===== src/rtl/fetch_queue.sv =====
// Instruction fetch front end: one outstanding memory request at a time, feeding
// a small circular buffer of {pc, instruction} pairs toward the core.
module fetch_queue #(
  parameter int unsigned      Width   = 32,
  parameter int unsigned      Depth   = 4,
  parameter logic [Width-1:0] ResetPc = '0
) (
  input  logic             clk,
  input  logic             rst,
  input  logic             redirect_valid,
  input  logic [Width-1:0] redirect_pc,
  output logic [Width-1:0] imem_addr,
  output logic             imem_valid,
  input  logic             imem_ready,
  input  logic             imem_done,
  input  logic [Width-1:0] imem_data,
  output logic             out_valid,
  output logic [Width-1:0] out_instr,
  output logic [Width-1:0] out_pc,
  input  logic             out_ready
);

  localparam int unsigned PW = $clog2(Depth);
  localparam int unsigned CW = PW + 1;

  typedef enum logic [1:0] {S_IDLE, S_REQ, S_WAIT, S_DROP} state_t;

  state_t           state;
  logic [Width-1:0] fetch_pc;
  logic [Width-1:0] req_pc;
  logic [CW-1:0]    count;
  logic [PW-1:0]    rd_ptr;
  logic [PW-1:0]    wr_ptr;
  logic [Width-1:0] buf_pc    [Depth];
  logic [Width-1:0] buf_instr [Depth];

  logic             accept;
  logic             push;
  logic             pop;
  logic [Width-1:0] push_pc;
  logic [CW-1:0]    count_next;
  logic             space;
  logic [Width-1:0] redirect_target;
  logic [Width-1:0] next_fetch_pc;

  always_comb begin
    accept          = (state == S_REQ) && imem_ready;
    pop             = (count != '0) && out_ready;
    push            = !redirect_valid && imem_done && ((state == S_WAIT) || accept);
    push_pc         = (state == S_WAIT) ? req_pc : imem_addr;
    count_next      = redirect_valid ? '0 : count + CW'(push) - CW'(pop);
    space           = count_next < CW'(Depth);
    redirect_target = redirect_pc & ~Width'(3);
    next_fetch_pc   = redirect_valid ? redirect_target
                    : (accept ? fetch_pc + Width'(4) : fetch_pc);
  end

  assign out_valid = (count != '0);
  assign out_instr = out_valid ? buf_instr[rd_ptr] : '0;
  assign out_pc    = out_valid ? buf_pc[rd_ptr]    : '0;

  always_ff @(posedge clk) begin
    if (push) begin
      buf_pc[wr_ptr]    <= push_pc;
      buf_instr[wr_ptr] <= imem_data;
    end
  end

  // Every transition into S_REQ loads imem_addr from next_fetch_pc, so a redirect
  // in the same cycle is already folded into the issued address.
  always_ff @(posedge clk or negedge rst) begin
    if (!rst) begin
      state      <= S_IDLE;
      fetch_pc   <= ResetPc;
      req_pc     <= '0;
      count      <= '0;
      rd_ptr     <= '0;
      wr_ptr     <= '0;
      imem_valid <= 1'b0;
      imem_addr  <= ResetPc;
    end else begin
      count    <= count_next;
      fetch_pc <= next_fetch_pc;
      if (accept) req_pc <= imem_addr;
      if (redirect_valid) begin
        rd_ptr <= '0;
        wr_ptr <= '0;
      end else begin
        if (push) wr_ptr <= wr_ptr + PW'(1);
        if (pop)  rd_ptr <= rd_ptr + PW'(1);
      end
      case (state)
        S_IDLE: begin
          if (space) begin
            state      <= S_REQ;
            imem_valid <= 1'b1;
            imem_addr  <= next_fetch_pc;
          end
        end
        S_REQ: begin
          if (!imem_ready) begin
            imem_addr <= next_fetch_pc;
          end else if (imem_done) begin
            if (space) begin
              imem_addr <= next_fetch_pc;
            end else begin
              state      <= S_IDLE;
              imem_valid <= 1'b0;
            end
          end else begin
            state      <= redirect_valid ? S_DROP : S_WAIT;
            imem_valid <= 1'b0;
          end
        end
        S_WAIT: begin
          if (imem_done) begin
            if (space) begin
              state      <= S_REQ;
              imem_valid <= 1'b1;
              imem_addr  <= next_fetch_pc;
            end else begin
              state <= S_IDLE;
            end
          end else if (redirect_valid) begin
            state <= S_DROP;
          end
        end
        S_DROP: begin
          if (imem_done) begin
            state      <= S_REQ;
            imem_valid <= 1'b1;
            imem_addr  <= next_fetch_pc;
          end
        end
      endcase
    end
  end

endmodule


===== config.mk =====
export PLATFORM = sky130hd
export DESIGN_NAME = fetch_queue
export DESIGN_NICKNAME = d
export VERILOG_FILES = /design/src/rtl/fetch_queue.sv
export SDC_FILE = /design/constraint.sdc
export NUM_CORES = 1
export LEC_CHECK = 0
export BUFFER_PORTS_ARGS = -buffer_cell sky130_fd_sc_hd__buf_2
export CAP_MARGIN = 10
export CORE_MARGIN = 5
export CORE_UTILIZATION = 50
export CTS_CLUSTER_DIAMETER = 80
export CTS_CLUSTER_SIZE = 25
export DETAILED_ROUTE_END_ITERATION = 10
export PLACE_DENSITY = 0.7
export SKIP_CTS_REPAIR_TIMING = 1
export SLEW_MARGIN = 10
export SYNTH_ARGS = -nofsm -noshare
export SYNTH_HDL_FRONTEND = slang
export SYNTH_SLANG_ARGS = --single-unit
export TNS_END_PERCENT = 10

===== constraint.sdc =====
create_clock -name clk -period 7.9 [get_ports clk]
set_input_delay 1.58 -clock clk [delete_from_list [all_inputs] [get_ports clk]]
set_output_delay 1.58 -clock clk [all_outputs]
set_load 0.02 [all_outputs]

==> metrics.txt, run 1 <==
status finished, final reports clean; Unique masters post-synth 69; R2R Path End imem_addr[24]$_DFFE_PN0P_; Post-synth ARST share 0.293; Seq pwr share 0.449; GPL Wtd Cong 0.873; Die Wd 186 um; Combinational Power Share 0.371; Vias/cell 5.79; Nets 1208; WL/cell 21.9 um; antenna viol nets, final 0; Post-Syn Instances 986; critical path capture point type register; Post-Synthesis Cell Area 15500 um2; vias 8879; full die area 34700 um2; HP Class register to register; Reg area 10300 um2; H-Tree Depth 1; CP peak stage delay 0.88 ns; max-slew violation count 0; Buffers on Ports 165; initial antenna violation count 0; crit-path cells buf_2 > a21o_1 > nand2_1 > nor2_1 > inv_1 > ha_1 > inv_1 > ha_1 > inv_1 > fa_1 > xnor3_1 > or2_1 > clkinv_2 > nor2_1 > o221a_2 > a21oi_1 > o21ai_0; CTS clk-pin slew, worst paths 0.10 ns; Syn Area/Cell 15.7 um2; CP max-delay cell nor2_1; largest net degree at the start of global routing 71; clock power share 0.180; HP Start req_pc[17]$_DFFE_PN0P_; Hold Violations, Final 0; Hold EP req_pc[17]$_DFFE_PN0P_; residual DRC count 0; filler cell count 2498; reg-to-reg setup timing slack 2.72 ns; P_leak 6.41 nW; count leader, synth edfxtp_1; Ys Warns 0; Post-DP HPWL 20.5 mm; slew margin rel. 0.283; number of global-route vias before repair 9000; First-pass DRT Iterations 7; Crit path top cell by count inv_1; Critical Path Fanout Max 12; Net Sw Frac 0.360; Top FF cell, synth edfxtp_1; Sink Count 362; max cap viols 0; Setup TNS 0 ns; Commonest cells post-synth edfxtp_1 (256), dfrtp_1 (106), and2_1 (75); final setup vio count 0; # IOs 168; switching pwr 0.00210 W; CORE AREA 30600 um2; area taken by multi-input logic gates 4910 um2; register area share after synthesis 0.666; number of synthesized flops with an enable pin 256; Remaining Overflow, GRT 0; first-pass GRT wire length 52.0 mm; Pint 0.00374 W; CP Launch Type input pin; area leader, netlist edfxtp_1; clock root buffer clkbuf_16; Final Skew 0.0208 ns; Design Area, Final 17200 um2; post-synth top area share 0.495; flops & latches, synth 362; min Tclk post-route 5.37 ns; fraction of final layout cells with drive strength greater than 1 0.308; Hold Path Stages 2; Post-Route Utilization 0.563; r2r worst-path depth 18; total power 0.00584 W; worst r2r src state[1]$_DFFE_PN0P_; post-placement cell area 16700 um2; CTS tree yes; starting DRC count in detailed routing 816; CP Class input pin to register; clock buffer count from CTS 19; unrepaired setup endpoints after global routing false; Worst EP required 8.34 ns; Power Dens Cells 339 nW/um2; VDD IR max 191 uV; Starting Density 0.507; Final Cycle Share 0.680; Critical Path AT 5.81 ns; total track usage 0.193; CTS Buffer Depth 3; Area Overhead vs Synth 11.0%; n_diodes 0; Skew-Pair Late Insertion Delay 0.51 ns; final WL 33.5 mm; Die Span Y 186 um; fmax 186 MHz; post-synth net total 1069; Synth area leaders edfxtp_1 (50%), dfrtp_1 (17%), mux4_2 (9.3%); worst slew pin tran 1.07 ns; num rows 64
final cells by class:
class                      count  share of cell area
clock buffer                  28              0.0296
clock inverter                 5             0.00261
inverter                      13             0.00290
multi-input combinational    557               0.285
sequential                   362               0.600
tap                          396              0.0287
timing repair buffer         172              0.0511
metrics by stage:
step / cells / worst slack, ns / hold WS (ns)
2_1_floorplan: 986 / 3.05 / 0.450
3_3_place_gp: 1500 / 2.11 / 0.463
3_5_place_dp: 1500 / 2.08 / 0.482
4_1_cts: 1533 / 2.63 / 0.504
5_1_grt: 1533 / 2.25 / 0.513
6_report: 1533 / 2.53 / 0.502
power by group through the flow:
stage          combinational [W]  sequential (W)  clock [W]
4_1_cts                  0.00219         0.00263    0.00108
5_1_grt                  0.00237         0.00266    0.00115
6_report                 0.00217         0.00262    0.00105
2_1_floorplan            0.00155         0.00262          0
3_3_place_gp             0.00214         0.00266          0
3_5_place_dp             0.00219         0.00267          0
cell families (layout without fill, tap and decap cells):
logic type / count (synthesis) / after routing / share of synthesized area
adders and majority gates: 13 / 13 / 0.0110
AOI/OAI and AO/OA: 136 / 136 / 0.0613
buffers and inverters: 67 / 218 / 0.0186
DFF: 362 / 362 / 0.666
and+or+nand+nor: 247 / 247 / 0.0840
xor gates and xnor gates: 31 / 31 / 0.0184
muxes: 130 / 130 / 0.141
state kept, by name, summed over array words and instances, names as in the netlist:
signal and cells:
buf_instr 128, buf_pc 128, fetch_pc 32, imem_addr 32, req_pc 32, count 3
rd_ptr 2, state 2, wr_ptr 2, imem_valid 1
routing by layer:
metal	wire length [um]	vias to the layer above	GRT usage
met1	14600	4517	0.283
met2	16100	291	0.316
met5	0	-	0
met4	595	0	0.0420
met3	2200	39	0.0259
li1	-	4032	-
worst max-delay path: cells and delay by family:
family	cells	cell delay, ns
AND/OR/NAND/NOR	4	1.60
buffers and inverters	5	0.67
adder cells (fa/ha/maj)	3	0.78
XOR/XNOR	1	0.31
AO/OA/AOI/OAI	4	0.87
cells in the final DEF (no fill, tap or decap), drive strengths merged, types with 5 or more instances in the layout:
cell and instances:
nand2 51, ha 12, o21ai 34, edfxtp 256, nor2 49, a21oi 30
a22o 12, o22ai 7, a21o 7, xnor2 14, dfrtp 106, a221oi 5
nand2b 11, clkbuf 28, nor2b 5, mux2 64, inv 14, mux4 64
o21a 9, a221o 7, buf 172, nand4 9, nand3 18, and3 8
and2 75, nor3 5, xor2 16
worst max-delay path by stage:
stage / startpoint / to
3_5_place_dp: imem_ready / imem_addr[24]$_DFFE_PN0P_
3_3_place_gp: imem_ready / imem_addr[24]$_DFFE_PN0P_
2_1_floorplan: redirect_valid / state[0]$_DFFE_PN0P_
5_1_grt: imem_ready / imem_addr[24]$_DFFE_PN0P_
4_1_cts: imem_ready / imem_addr[24]$_DFFE_PN0P_
6_report: imem_ready / imem_addr[24]$_DFFE_PN0P_
Power figures use the tool's default switching activity.
==> run 2, diff against run 1 <==
PLACE_DENSITY = 0.72   (was 0.7)
clock period = 4.7 ns   (was 7.9 ns; I/O delays follow)
==> run 2 against run 1 <==
Compared with the run above: combinational power up 75%; register-to-register slack got worse by 1.7 ns; sequential power up 66%; critical endpoint is now state[0]$_DFFE_PN0P_; count of clock-buffer cells in the layout up 2; critical path depth is 1 higher; global-route usage down 0.33 points; clock skew down 0.0054 ns.
==> metrics.txt, run 2 (same netlist as run 1, synthesis figures left out) <==
status finished, final reports clean; fraction of final layout cells with drive strength greater than 1 0.314; unrepaired setup endpoints after global routing false; Critical Path AT 4.07 ns; vias 8964; most common cell after layout, fill and taps aside edfxtp_1; number of global-route vias before repair 9106; P_leak 6.49 nW; Vias/cell 5.79; HP Class input pin to async pin; Nets 1222; Die Wd 186 um; crit-path cells inv_1 > ha_1 > a21o_1 > nand2_1 > nor2_1 > inv_1 > ha_1 > inv_1 > ha_1 > inv_1 > fa_1 > xnor3_1 > or2_1 > buf_4 > nand2_1 > nand2_1 > a221oi_2 > mux2_2; Setup TNS 0 ns; First-pass DRT Iterations 5; post-route setup slack 1.04 ns; Area Overhead vs Synth 12.0%; final setup vio count 0; Top Registers buf_instr x128, buf_pc x128; fmax 273 MHz; critical path capture point type register; Critical Path Fanout Max 7; CORE AREA 30600 um2; worst slack at placement 0.599 ns; Final Skew 0.0154 ns; CP Class register to register; n_diodes 0; Power Dens Cells 571 nW/um2; clock root buffer clkbuf_16; Worst EP required 5.10 ns; CTS Buffer Depth 3; VDD IR max 338 uV; antenna viol nets, final 0; num rows 64; Buffers on Ports 165; starting DRC count in detailed routing 737; # IOs 168; Final Cycle Share 0.780; H-Tree Depth 1; Sink Count 362; CP Launch Type register; first-pass GRT wire length 51.6 mm; max cap viols 0; max-slew violation count 0; total track usage 0.190; Crit path top cell by count inv_1; residual DRC count 0; Post-DP HPWL 20.7 mm; CTS clk-pin slew, worst paths 0.09 ns; total power 0.00994 W; Starting Density 0.507; Remaining Overflow, GRT 0; min Tclk post-route 3.66 ns; final WL 32.9 mm; initial antenna violation count 0; CP peak stage delay 0.41 ns; Hold Slack 0.390 ns; most frequent cells in the layout edfxtp_1 (256), buf_2 (164), dfrtp_1 (104); worst slew pin tran 1.15 ns; largest net degree at the start of global routing 66; GPL Wtd Cong 0.867; WL/cell 21.3 um; CTS tree yes; clock buffer count from CTS 18; full die area 34700 um2; Hold Violations, Final 0; Skew-Pair Late Insertion Delay 0.51 ns; Die Span Y 186 um; slew margin rel. 0.231; CP max-delay cell dfrtp_1
-- run 2: cell count changes in the layout (fill, tap and decap cells not counted), sizes merged --
cell,previous run,this run
bufinv,0,1
buf,172,187
clkinvlp,2,0
inv,14,13
clkbuf,28,30
clkinv,2,1
-- run 2: layer usage --
metal | share of wire | GRT usage | vias up
met3 | 0.065 | 0.0268 | 39
met1 | 0.44 | 0.280 | 4598
li1 | - | - | 4051
met4 | 0.019 | 0.0414 | 0
met5 | 0 | 0 | -
met2 | 0.47 | 0.307 | 276
-- run 2: per-stage QoR --
step | instances | instance area (um2) | utilization
after floorplan | 986 | 15500 | -
final | 1547 | 17400 | 0.568
after global placement | 1515 | 16800 | 0.550
after detailed placement | 1515 | 16800 | 0.550
after global routing | 1547 | 17400 | 0.568
after CTS | 1547 | 17400 | 0.568
-- run 2: power by group --
part | total (W) | switching [W] | internal, W
sequential | 0.00435 | 0.000369 | 0.00398
clock | 0.00179 | 0.000963 | 0.000824
combinational | 0.00380 | 0.00219 | 0.00161
total | 0.00994 | 0.00352 | 0.00642
-- run 2: worst paths after layout --
path                       cells past startpoint  slack (ns)                endpoint                    from
hold reg to reg                                2        0.49  req_pc[17]$_DFFE_PN0P_  req_pc[17]$_DFFE_PN0P_
hold / removal                                 1        0.39   req_pc[6]$_DFFE_PN0P_                     rst
setup / recovery                              18        1.04    state[0]$_DFFE_PN0P_    state[1]$_DFFE_PN0P_
setup reg to reg                              18        1.04    state[0]$_DFFE_PN0P_    state[1]$_DFFE_PN0P_
min in group clk                               2        0.49  req_pc[17]$_DFFE_PN0P_  req_pc[17]$_DFFE_PN0P_
max in group asynchronous                      2        3.44  req_pc[18]$_DFFE_PN0P_                     rst
-- run 2: worst max-delay path: cells and delay by family (launching register included) --
kind | cells | cell delay [ns]
multiplexers | 1 | 0.37
AO/OA/AOI/OAI | 2 | 0.43
AND/OR/NAND/NOR | 5 | 0.70
adder cells (fa/ha/maj) | 4 | 0.93
flip-flops | 1 | 0.41
buffers and inverters | 5 | 0.46
XOR/XNOR | 1 | 0.24
-- run 2: area by class of cell --
class | count | area (um2)
well taps | 396 | 495
clock buffers | 30 | 517
flip-flops and latches | 362 | 10300
multi-input cells | 557 | 4910
repair buffers | 187 | 1030
clock inverters | 2 | 41.3
inverters | 13 | 50.0
fillers | 2496 | 13200
